===== src/rtl/pipe_pkg.sv =====
// Shared fetch-stage types and constants for ifid_stage_ctrl and fetch_pc_reg.
package pipe_pkg;
  localparam int          XLEN_DEF  = 32;
  localparam logic [31:0] NOP_INST  = 32'h0000_0013;
  localparam int          RS1_LSB   = 15;
  localparam int          RS2_LSB   = 20;
  localparam int          REG_IDX_W = 5;

  typedef enum logic [1:0] {
    ST_BOOT  = 2'd0,
    ST_RUN   = 2'd1,
    ST_STALL = 2'd2
  } fetch_state_e;

  function automatic logic [REG_IDX_W-1:0] reg_field(input logic [31:0] inst, input int lsb);
    return inst[lsb +: REG_IDX_W];
  endfunction
endpackage


===== src/rtl/fetch_pc_reg.sv =====
// PC register with next-PC mux and a redirect latch that holds a branch target
// raised while the PC was stalled.
module fetch_pc_reg
  import pipe_pkg::*;
#(
  parameter int              XLEN     = XLEN_DEF,
  parameter logic [XLEN-1:0] RESET_PC = '0,
  parameter int              PC_STEP  = 4
) (
  input  logic            clk,
  input  logic            rst,
  input  logic            pc_write,
  input  logic            branch_taken,
  input  logic [XLEN-1:0] branch_target,
  output logic [XLEN-1:0] o_pc,
  output logic            o_redirect_pend
);
  localparam logic [XLEN-1:0] STEP = XLEN'(PC_STEP);

  logic [XLEN-1:0] r_pc;
  logic [XLEN-1:0] r_saved_tgt;
  logic            r_pend;
  logic [XLEN-1:0] w_pc_nxt;

  // A fresh branch outranks an older latched redirect.
  always_comb begin
    w_pc_nxt = r_pc + STEP;
    if (branch_taken)   w_pc_nxt = branch_target;
    else if (r_pend)    w_pc_nxt = r_saved_tgt;
  end

  always_ff @(posedge clk or negedge rst) begin
    if (!rst) begin
      r_pc        <= RESET_PC;
      r_saved_tgt <= '0;
      r_pend      <= 1'b0;
    end else if (pc_write) begin
      r_pc   <= w_pc_nxt;
      r_pend <= 1'b0;
    end else if (branch_taken) begin
      r_saved_tgt <= branch_target;
      r_pend      <= 1'b1;
    end
  end

  assign o_pc            = r_pc;
  assign o_redirect_pend = r_pend;
endmodule


===== src/rtl/ifid_stage_ctrl.sv =====
// Fetch stage: PC, IF/ID register and stall/flush/redirect handling.
// Define IFID_PERF_CNT_EN to add saturating stall_cnt / flush_cnt outputs.
//
//   state    | meaning
//   ST_BOOT  | first cycle after reset; IF/ID captures but stays a bubble
//   ST_RUN   | pipeline advancing
//   ST_STALL | hazard unit holding PC and/or IF/ID
module ifid_stage_ctrl
  import pipe_pkg::*;
#(
  parameter int              XLEN     = XLEN_DEF,
  parameter logic [XLEN-1:0] RESET_PC = '0,
  parameter int              PC_STEP  = 4
) (
  input  logic                 clk,
  input  logic                 rst,
  input  logic                 pc_write,
  input  logic                 ifid_write,
  input  logic                 ifid_flush,
  input  logic                 branch_taken,
  input  logic [XLEN-1:0]      branch_target,
  output logic [XLEN-1:0]      imem_addr,
  input  logic [31:0]          imem_rdata,
  output logic [XLEN-1:0]      ifid_pc,
  output logic [31:0]          ifid_inst,
  output logic                 ifid_valid,
  output logic [REG_IDX_W-1:0] rs1_id,
  output logic [REG_IDX_W-1:0] rs2_id,
`ifdef IFID_PERF_CNT_EN
  output logic [31:0]          stall_cnt,
  output logic [31:0]          flush_cnt,
`endif
  output logic                 redirect_pend
);
  fetch_state_e    r_state;
  fetch_state_e    w_state_nxt;
  logic [XLEN-1:0] w_pc;
  logic [XLEN-1:0] r_ifid_pc;
  logic [31:0]     r_ifid_inst;
  logic            r_ifid_valid;

  fetch_pc_reg #(
    .XLEN     (XLEN),
    .RESET_PC (RESET_PC),
    .PC_STEP  (PC_STEP)
  ) u_pc (
    .clk             (clk),
    .rst             (rst),
    .pc_write        (pc_write),
    .branch_taken    (branch_taken),
    .branch_target   (branch_target),
    .o_pc            (w_pc),
    .o_redirect_pend (redirect_pend)
  );

  always_ff @(posedge clk or negedge rst) begin
    if (!rst) r_state <= ST_BOOT;
    else      r_state <= w_state_nxt;
  end

  always_comb begin
    w_state_nxt = r_state;
    case (r_state)
      ST_BOOT:  w_state_nxt = ST_RUN;
      ST_RUN:   if (!pc_write || !ifid_write) w_state_nxt = ST_STALL;
      ST_STALL: if (pc_write && ifid_write)   w_state_nxt = ST_RUN;
      default:  w_state_nxt = ST_BOOT;
    endcase
  end

  // Flush wins over capture and leaves the held PC untouched.
  always_ff @(posedge clk or negedge rst) begin
    if (!rst) begin
      r_ifid_pc    <= '0;
      r_ifid_inst  <= NOP_INST;
      r_ifid_valid <= 1'b0;
    end else if (ifid_flush) begin
      r_ifid_inst  <= NOP_INST;
      r_ifid_valid <= 1'b0;
    end else if (ifid_write) begin
      r_ifid_pc    <= w_pc;
      r_ifid_inst  <= imem_rdata;
      r_ifid_valid <= (r_state != ST_BOOT);
    end
  end

`ifdef IFID_PERF_CNT_EN
  logic [31:0] r_stall_cnt;
  logic [31:0] r_flush_cnt;

  always_ff @(posedge clk or negedge rst) begin
    if (!rst) begin
      r_stall_cnt <= '0;
      r_flush_cnt <= '0;
    end else begin
      if (r_state == ST_STALL && r_stall_cnt != '1) r_stall_cnt <= r_stall_cnt + 32'd1;
      if (ifid_flush && r_flush_cnt != '1)          r_flush_cnt <= r_flush_cnt + 32'd1;
    end
  end

  assign stall_cnt = r_stall_cnt;
  assign flush_cnt = r_flush_cnt;
`endif

  assign imem_addr  = w_pc;
  assign ifid_pc    = r_ifid_pc;
  assign ifid_inst  = r_ifid_inst;
  assign ifid_valid = r_ifid_valid;
  assign rs1_id     = reg_field(r_ifid_inst, RS1_LSB);
  assign rs2_id     = reg_field(r_ifid_inst, RS2_LSB);
endmodule

===== config.mk =====
export PLATFORM = sky130hd
export DESIGN_NAME = ifid_stage_ctrl
export DESIGN_NICKNAME = d
export VERILOG_FILES = /design/src/rtl/pipe_pkg.sv /design/src/rtl/fetch_pc_reg.sv /design/src/rtl/ifid_stage_ctrl.sv
export SDC_FILE = /design/constraint.sdc
export NUM_CORES = 1
export LEC_CHECK = 0
export BUFFER_PORTS_ARGS = -buffer_cell sky130_fd_sc_hd__buf_2
export CORE_ASPECT_RATIO = 0.5
export CORE_MARGIN = 2
export CORE_UTILIZATION = 52
export CTS_CLUSTER_SIZE = 10
export DETAILED_ROUTE_END_ITERATION = 16
export PLACE_DENSITY_LB_ADDON = 0.1
export SYNTH_ARGS = -nofsm -noshare
export SYNTH_HDL_FRONTEND = slang
export SYNTH_SLANG_ARGS = --single-unit

===== constraint.sdc =====
create_clock -name clk -period 2.32 [get_ports clk]
set_input_delay 0.464 -clock clk [delete_from_list [all_inputs] [get_ports clk]]
set_output_delay 0.464 -clock clk [all_outputs]
set_load 0.01 [all_outputs]

==> flow_summary_export.csv, run 1 <==
group,metric,value,unit
synthesis,synth-compound-area-share,0.135,
min_path,worstHoldStart,"imem_rdata[0]",
global_routing,grt_pass1_wl,26400,um
global_routing,grt_max_degree,48,
synthesis,synth_most_common_cell,"dfrtp_1",
setup_path,r2r_cells,5,
synthesis,synth_top_area_share,0.510,
timing,period_share,0.946,
min_path,min_to,"ifid_inst[0]$_DFFE_PN1P_",
setup_path,r2r_slack,0.13,ns
synthesis,ys_top_cells_by_area,"dfrtp_1 (51%), mux2_2 (11%), mux2i_1 (5.7%), nor2_1 (2.6%), o21ai_0 (2.2%)",
finish,drive_above_1_share,0.401,
global_routing,overflow,0,
synthesis,synthAdderAreaFrac,0.00356,
setup_path,crit_path_end_kind,"flip-flop",
drt,wl,16700,um
synthesis,yosysUniqueCellTypes,55,
drt,ant_nets,0,
synthesis,syn_nets,646,
synthesis,yosys_most_used_dff,"dfrtp_1",
drt,first_pass_iters,5,
synthesis,synth_top_area_cell,"dfrtp_1",
timing,rsz0062_at_grt,"false",
synthesis,synth_area_per_cell,11.0,um^2
clocking,cts_tree,"done",
clocking,post_cts_resized,0,
synthesis,syn_area,0.00633,mm^2
synthesis,yosys_register_bits,132,
pwr,p_leak,3.80,nW
die,initial_core_util,0.534,
setup_path,r2r_start,"u_pc.o_pc[2]$_DFFE_PN0P_",
flow_run,drv_cap,0,
global_routing,grt_antenna_before_repair,0,
clocking,path_clk_slew,0.06,ns
synthesis,synth_xor_area_frac,0.00138,
die,die_w,160,um
finish,areaGrowthSynthToFinish,27.2,%
run_status,status,"completed",
timing,timing.fmax,456,MHz
pwr,peakVddDrop,0.473,mV
finish,fill_cells,931,
setup_path,worstPathRequired,2.64,ns
clocking,tritoncts_num_sinks,132,
timing,final.min_clock_period,2.19,ns
synthesis,ys_top_cells_by_count,"dfrtp_1 (129), mux2_2 (60), nor2_1 (43)",
global_routing,grt_pass1_vias,5034,
setup_path,critPathMaxFanout,9,
setup_path,timing.rr.end,"u_pc.o_pc[28]$_DFFE_PN0P_",
clocking,htree_levels,4,
min_path,holdPathStages,2,
synthesis,ys_seq_area_frac,0.523,
synthesis,postSynth.asyncResetShare,1.00,
timing,fin_ws,0.126,ns
timing,skew,0.00961,ns
die,core_area,0.0118,mm^2
synthesis,synth_top_family_by_area,"multiplexers",
timing,finalSetupViolations,0,
drt,drt_iter0_markers,514,
global_routing,grt_use_total,0.260,
drt,wl_per_cell,18.2,um
finish,antenna_cells,0,
die,die-area,0.0131,mm^2
timing,slew_violations,0,
drt,dr_total_vias,5338,
clocking,cts-root-buf,"clkbuf_16",
timing,final-hold-violation-count,0,
timing,fin_setup_tns,0,ns
finish,num-nets-final,812,
placement,dpl_worst_slack,0.253,ns
clocking,post_cts_buffers,0,
synthesis,syn_inst,575,
die,die-height,82.0,um
setup_path,critPathKind,"flip-flop to flip-flop",
die,num_rows,28,
clocking,worstSkewPairLatency,0.41,ns
placement,dp_hpwl,11600,um
synthesis,synthMuxAreaShare,0.164,
synthesis,synth_edf_count,0,
synthesis,synthSimpleGateAreaFrac,0.131,
die,io_pins,178,
timing,slew_headroom,0.545,
drt,vias_per_cell,5.81,
clocking,numCtsBuffers,17,
placement,place.gp.congestion,0.901,
pwr,power.density,897,mW/mm^2
clocking,clock_path_buffers,2,
timing,tightest_slew,0.677,ns
timing,whs,0.271,ns
synthesis,yosys_warnings,0,
drt,drc,0,
setup_path,cp.arrival,2.51,ns
placement,port_buffers,177,
setup_path,startpoint_type,"flip-flop",
min_path,hold_class,"input pin to flip-flop",
placed cells by master (no fill, tap or decap), types with 3 or more instances in the layout:
master and count:
o22ai_1 3, inv_1 7, nor2b_1 4, clkinv_4 4, nor3_1 11, o31ai_1 3
and3_1 6, a21o_1 3, o311ai_0 3, o2bb2ai_1 5, mux2i_1 36, nor2_1 42
nand3b_1 7, dfstp_2 3, dfrtp_1 129, o211ai_1 9, a22o_1 15, mux2_2 60
buf_2 176, nor4_1 11, a22oi_1 9, buf_12 4, or3_1 5, nand3_1 15
and2_1 4, or2_2 3, a211oi_1 6, a21oi_1 10, a211o_1 3, a221oi_1 5
o21ai_0 28, buf_4 18, nand2_1 36, clkbuf_16 17, bufinv_16 4, nand4_1 10
or4_1 3
logic make-up after synthesis:
family	Yosys count
AOI/OAI and AO/OA	119
xor gates and xnor gates	1
adders and majority gates	2
buffers and inverters	61
DFF	132
muxes	96
and+or+nand+nor	164
flip-flops by register name (all words and copies together) (netlist names):
name and cells:
u_pc.o_redirect_pend 1, ifid_valid 1, ifid_inst 32, u_pc.o_pc 32
ifid_pc 32, r_state 2, u_pc.r_saved_tgt 32
report_power, final:
group	total [mW]	internal, mW	switching [mW]
clock network	2.87	1.86	1.01
registers	3.02	2.67	0.349
logic	1.32	0.642	0.683
area by class of cell:
class | count | area (um^2) | area share
inverters | 8 | 30.0 | 0.00373
clock buffers | 20 | 457 | 0.0567
clock inverters | 11 | 176 | 0.0219
multi-input cells | 382 | 2760 | 0.342
well taps | 165 | 206 | 0.0256
flip-flops and latches | 132 | 3310 | 0.411
repair buffers | 200 | 1120 | 0.139
metal layers:
layer  vias up  routed length (um)  GRT usage
li1       2459                   -          -
met4         0                 301      0.104
met2       232                7790      0.417
met3        26                1230     0.0525
met5         -                   0          0
met1      2621                7410      0.353
repair_timing:
action	in CTS	in global routing
hold buffers	1	0
setup endpoints to repair	0	0
hold endpoints to repair	3	0
critical path, stage by stage (launching register included):
cell      delay [ns]
dfrtp_1         0.44
ha_1            0.23
nand3_1         0.33
nor4_1          0.68
a211oi_1        0.19
nor3_1          0.23
how the worst max path moves through the flow:
stage          depth (start not counted)                        end  slack (ns)                 startpoint
6_report                               5  u_pc.o_pc[28]$_DFFE_PN0P_        0.13   u_pc.o_pc[2]$_DFFE_PN0P_
3_5_place_dp                           5  u_pc.o_pc[28]$_DFFE_PN0P_        0.25   u_pc.o_pc[2]$_DFFE_PN0P_
5_1_grt                                5  u_pc.o_pc[28]$_DFFE_PN0P_       0.008   u_pc.o_pc[2]$_DFFE_PN0P_
3_3_place_gp                           5  u_pc.o_pc[30]$_DFFE_PN0P_        0.35   u_pc.o_pc[3]$_DFFE_PN0P_
4_1_cts                                5  u_pc.o_pc[28]$_DFFE_PN0P_        0.17   u_pc.o_pc[2]$_DFFE_PN0P_
2_1_floorplan                          6  u_pc.o_pc[29]$_DFFE_PN0P_        0.43  u_pc.o_pc[16]$_DFFE_PN0P_
metrics by stage:
stage,total power [mW],util,cells,cell area (um^2)
floorplan,3.76,-,575,6330
global placement,4.34,0.626,886,7410
detailed placement,4.38,0.626,886,7410
CTS,7.26,0.680,918,8050
global route,7.54,0.680,918,8050
finish,7.22,0.680,918,8050
No activity file was read; power rests on OpenSTA's default activity.
==> run 2, diff against run 1 <==
ABC_AREA = 1   (was unset)
==> run 2 against run 1 <==
  * Synthesized area fell by 1.9%
  * Critical path depth rose by 4
  * Utilization fell by 2.0 points
==> flow_summary_export.csv, run 2 <==
group,metric,value,unit
run_status,status,"completed",
timing,timing.fmax,589,MHz
synthesis,postSynth.asyncResetShare,1.00,
synthesis,yosys_register_bits,132,
clocking,numCtsBuffers,17,
finish,fill_cells,1017,
clocking,worstSkewPairLatency,0.42,ns
die,num_rows,28,
synthesis,synth_top_area_cell,"dfrtp_1",
clocking,cts_hold_buffers,0,
finish,final_cells,1053,
synthesis,synth_edf_count,0,
drt,drt_iter0_markers,559,
placement,dp_hpwl,12800,um
timing,rsz0062_at_grt,"false",
setup_path,critPathMaxFanout,5,
clocking,cts_tree,"done",
synthesis,synth-compound-area-share,0.162,
clocking,post_cts_buffers,0,
die,die_w,158,um
global_routing,grt_pass1_vias,4866,
drt,ant_nets,0,
pwr,power.density,871,mW/mm^2
synthesis,synthAdderAreaFrac,0.00202,
timing,fin_setup_tns,0,ns
pwr,power.total,6.74,mW
clocking,tritoncts_num_sinks,132,
global_routing,grt_antenna_before_repair,0,
setup_path,r2r_start,"u_pc.o_pc[3]$_DFFE_PN0P_",
drt,vias_per_cell,5.30,
drt,drc,0,
timing,period_share,0.732,
synthesis,synthMuxAreaShare,0,
timing,finalSetupViolations,0,
timing,slew_violations,0,
synthesis,ys_top_cells_by_area,"dfrtp_1 (52%), nand2_1 (12%), o21ai_0 (5.3%), a22o_1 (4.1%), inv_1 (3.5%)",
global_routing,grt_max_degree,133,
drt,first_pass_iters,5,
setup_path,startpoint_type,"flip-flop",
synthesis,yosysUniqueCellTypes,34,
timing,tightest_slew,0.702,ns
synthesis,synth_area_per_cell,8.70,um^2
setup_path,cp.arrival,2.03,ns
finish,finish.utilization,0.660,
synthesis,synth_top_family_by_area,"simple AND/OR/NAND/NOR gates",
timing,final.min_clock_period,1.70,ns
drt,wl_per_cell,16.8,um
finish,num-nets-final,946,
synthesis,ys_top_cells_by_count,"nand2_1 (202), dfrtp_1 (129), o21ai_0 (66)",
timing,skew,0.0116,ns
finish,final_cell_mix,"nand2_1 (202), buf_2 (176), dfrtp_1 (129)",
pwr,p_leak,3.99,nW
finish,stdcell_area,0.00775,mm^2
setup_path,critPathKind,"flip-flop to flip-flop",
placement,place.gp.congestion,0.932,
synthesis,ys_seq_area_frac,0.533,
setup_path,timing.rr.end,"u_pc.o_pc[20]$_DFFE_PN0P_",
synthesis,yosys_most_used_dff,"dfrtp_1",
placement,dpl_cell_area,0.00714,mm^2
clocking,htree_levels,4,
synthesis,synth_top_area_share,0.520,
synthesis,syn_area,0.00621,mm^2
synthesis,yosys_warnings,0,
global_routing,grt_use_total,0.277,
setup_path,crit_path_end_kind,"flip-flop",
synthesis,syn_nets,784,
placement,numPlacedInstances,1021,
finish,antenna_cells,0,
timing,slew_headroom,0.532,
global_routing,grt_pass1_wl,26600,um
finish,drive_above_1_share,0.278,
finish,final_common_cell,"nand2_1",
setup_path,worstPathRequired,2.65,ns
setup_path,r2r_cells,9,
clocking,post_cts_resized,0,
setup_path,r2r_slack,0.62,ns
flow_run,drv_cap,0,
clocking,clock_path_buffers,2,
pwr,peakVddDrop,0.660,mV
synthesis,synth_most_common_cell,"nand2_1",
synthesis,synthSimpleGateAreaFrac,0.221,
die,initial_core_util,0.529,
drt,wl,17700,um
die,die-area,0.0129,mm^2
global_routing,overflow,0,
timing,final-hold-violation-count,0,
synthesis,synth_xor_area_frac,0.00141,
clocking,cts-root-buf,"clkbuf_16",
die,die-height,81.3,um
clocking,path_clk_slew,0.06,ns
finish,areaGrowthSynthToFinish,24.8,%
die,core_area,0.0117,mm^2
synthesis,syn_inst,713,
die,io_pins,178,
drt,dr_total_vias,5586,
placement,port_buffers,177,
min_path,hold_class,"input pin to asynchronous set/reset pin",
## run 2: logic make-up after synthesis
| logic type | count (synthesis) |
|---|---|
| compound gates | 156 |
| xor+xnor | 1 |
| fa+ha+maj | 1 |
| buf+inv | 106 |
| flops | 132 |
| simple gates | 317 |
## run 2: metrics by stage
stage / hold slack, ns / worst slack (ns)
after floorplan: 0.168 / 0.877
after CTS: 0.186 / 0.643
final: 0.146 / 0.622
after global routing: 0.205 / 0.488
after detailed placement: 0.457 / 0.355
after global placement: 0.451 / 0.403
## run 2: layer usage
metal	global-route usage	up-vias	wire, um	share of wire
met1	0.432	2641	8740	0.49
met3	0.0816	12	1710	0.096
met5	0	-	0	0
met4	0.0613	0	153	0.0086
met2	0.373	257	7130	0.40
li1	-	2676	-	-
## run 2: area by class of cell
type	count	area [um^2]	area share
flip-flops and latches	132	3310	0.427
repair buffers	188	996	0.129
clock inverters	14	178	0.0229
inverters	61	229	0.0296
multi-input cells	475	2400	0.310
well taps	165	206	0.0266
clock buffers	18	429	0.0554
## run 2: worst max-delay path: stages, from the launching register on
cell,delay (ns)
dfrtp_1,0.44
ha_1,0.22
nand2_2,0.10
nor2_4,0.16
nand2_4,0.11
nor2_4,0.13
nand2_1,0.07
nand2_1,0.06
nand3_1,0.14
a21oi_1,0.19
## run 2: worst max path at each step
stage / start / slack (ns) / end / depth (start not counted)
floorplan: u_pc.o_pc[3]$_DFFE_PN0P_ / 0.88 / u_pc.o_pc[22]$_DFFE_PN0P_ / 9
global placement: branch_taken / 0.40 / u_pc.o_pc[24]$_DFFE_PN0P_ / 6
detailed placement: branch_taken / 0.35 / u_pc.o_pc[24]$_DFFE_PN0P_ / 6
CTS: u_pc.o_pc[3]$_DFFE_PN0P_ / 0.64 / u_pc.o_pc[20]$_DFFE_PN0P_ / 9
global route: u_pc.o_pc[3]$_DFFE_PN0P_ / 0.49 / u_pc.o_pc[20]$_DFFE_PN0P_ / 9
finish: u_pc.o_pc[3]$_DFFE_PN0P_ / 0.62 / u_pc.o_pc[20]$_DFFE_PN0P_ / 9
## run 2: power by group
part           internal [mW]  total (mW)  leakage, nW  switching (mW)
combinational          0.425        1.14         2.06           0.719
clock                   1.70        2.75        0.295            1.05
sequential              2.60        2.85         1.64           0.247
total                   4.73        6.74         3.99            2.02
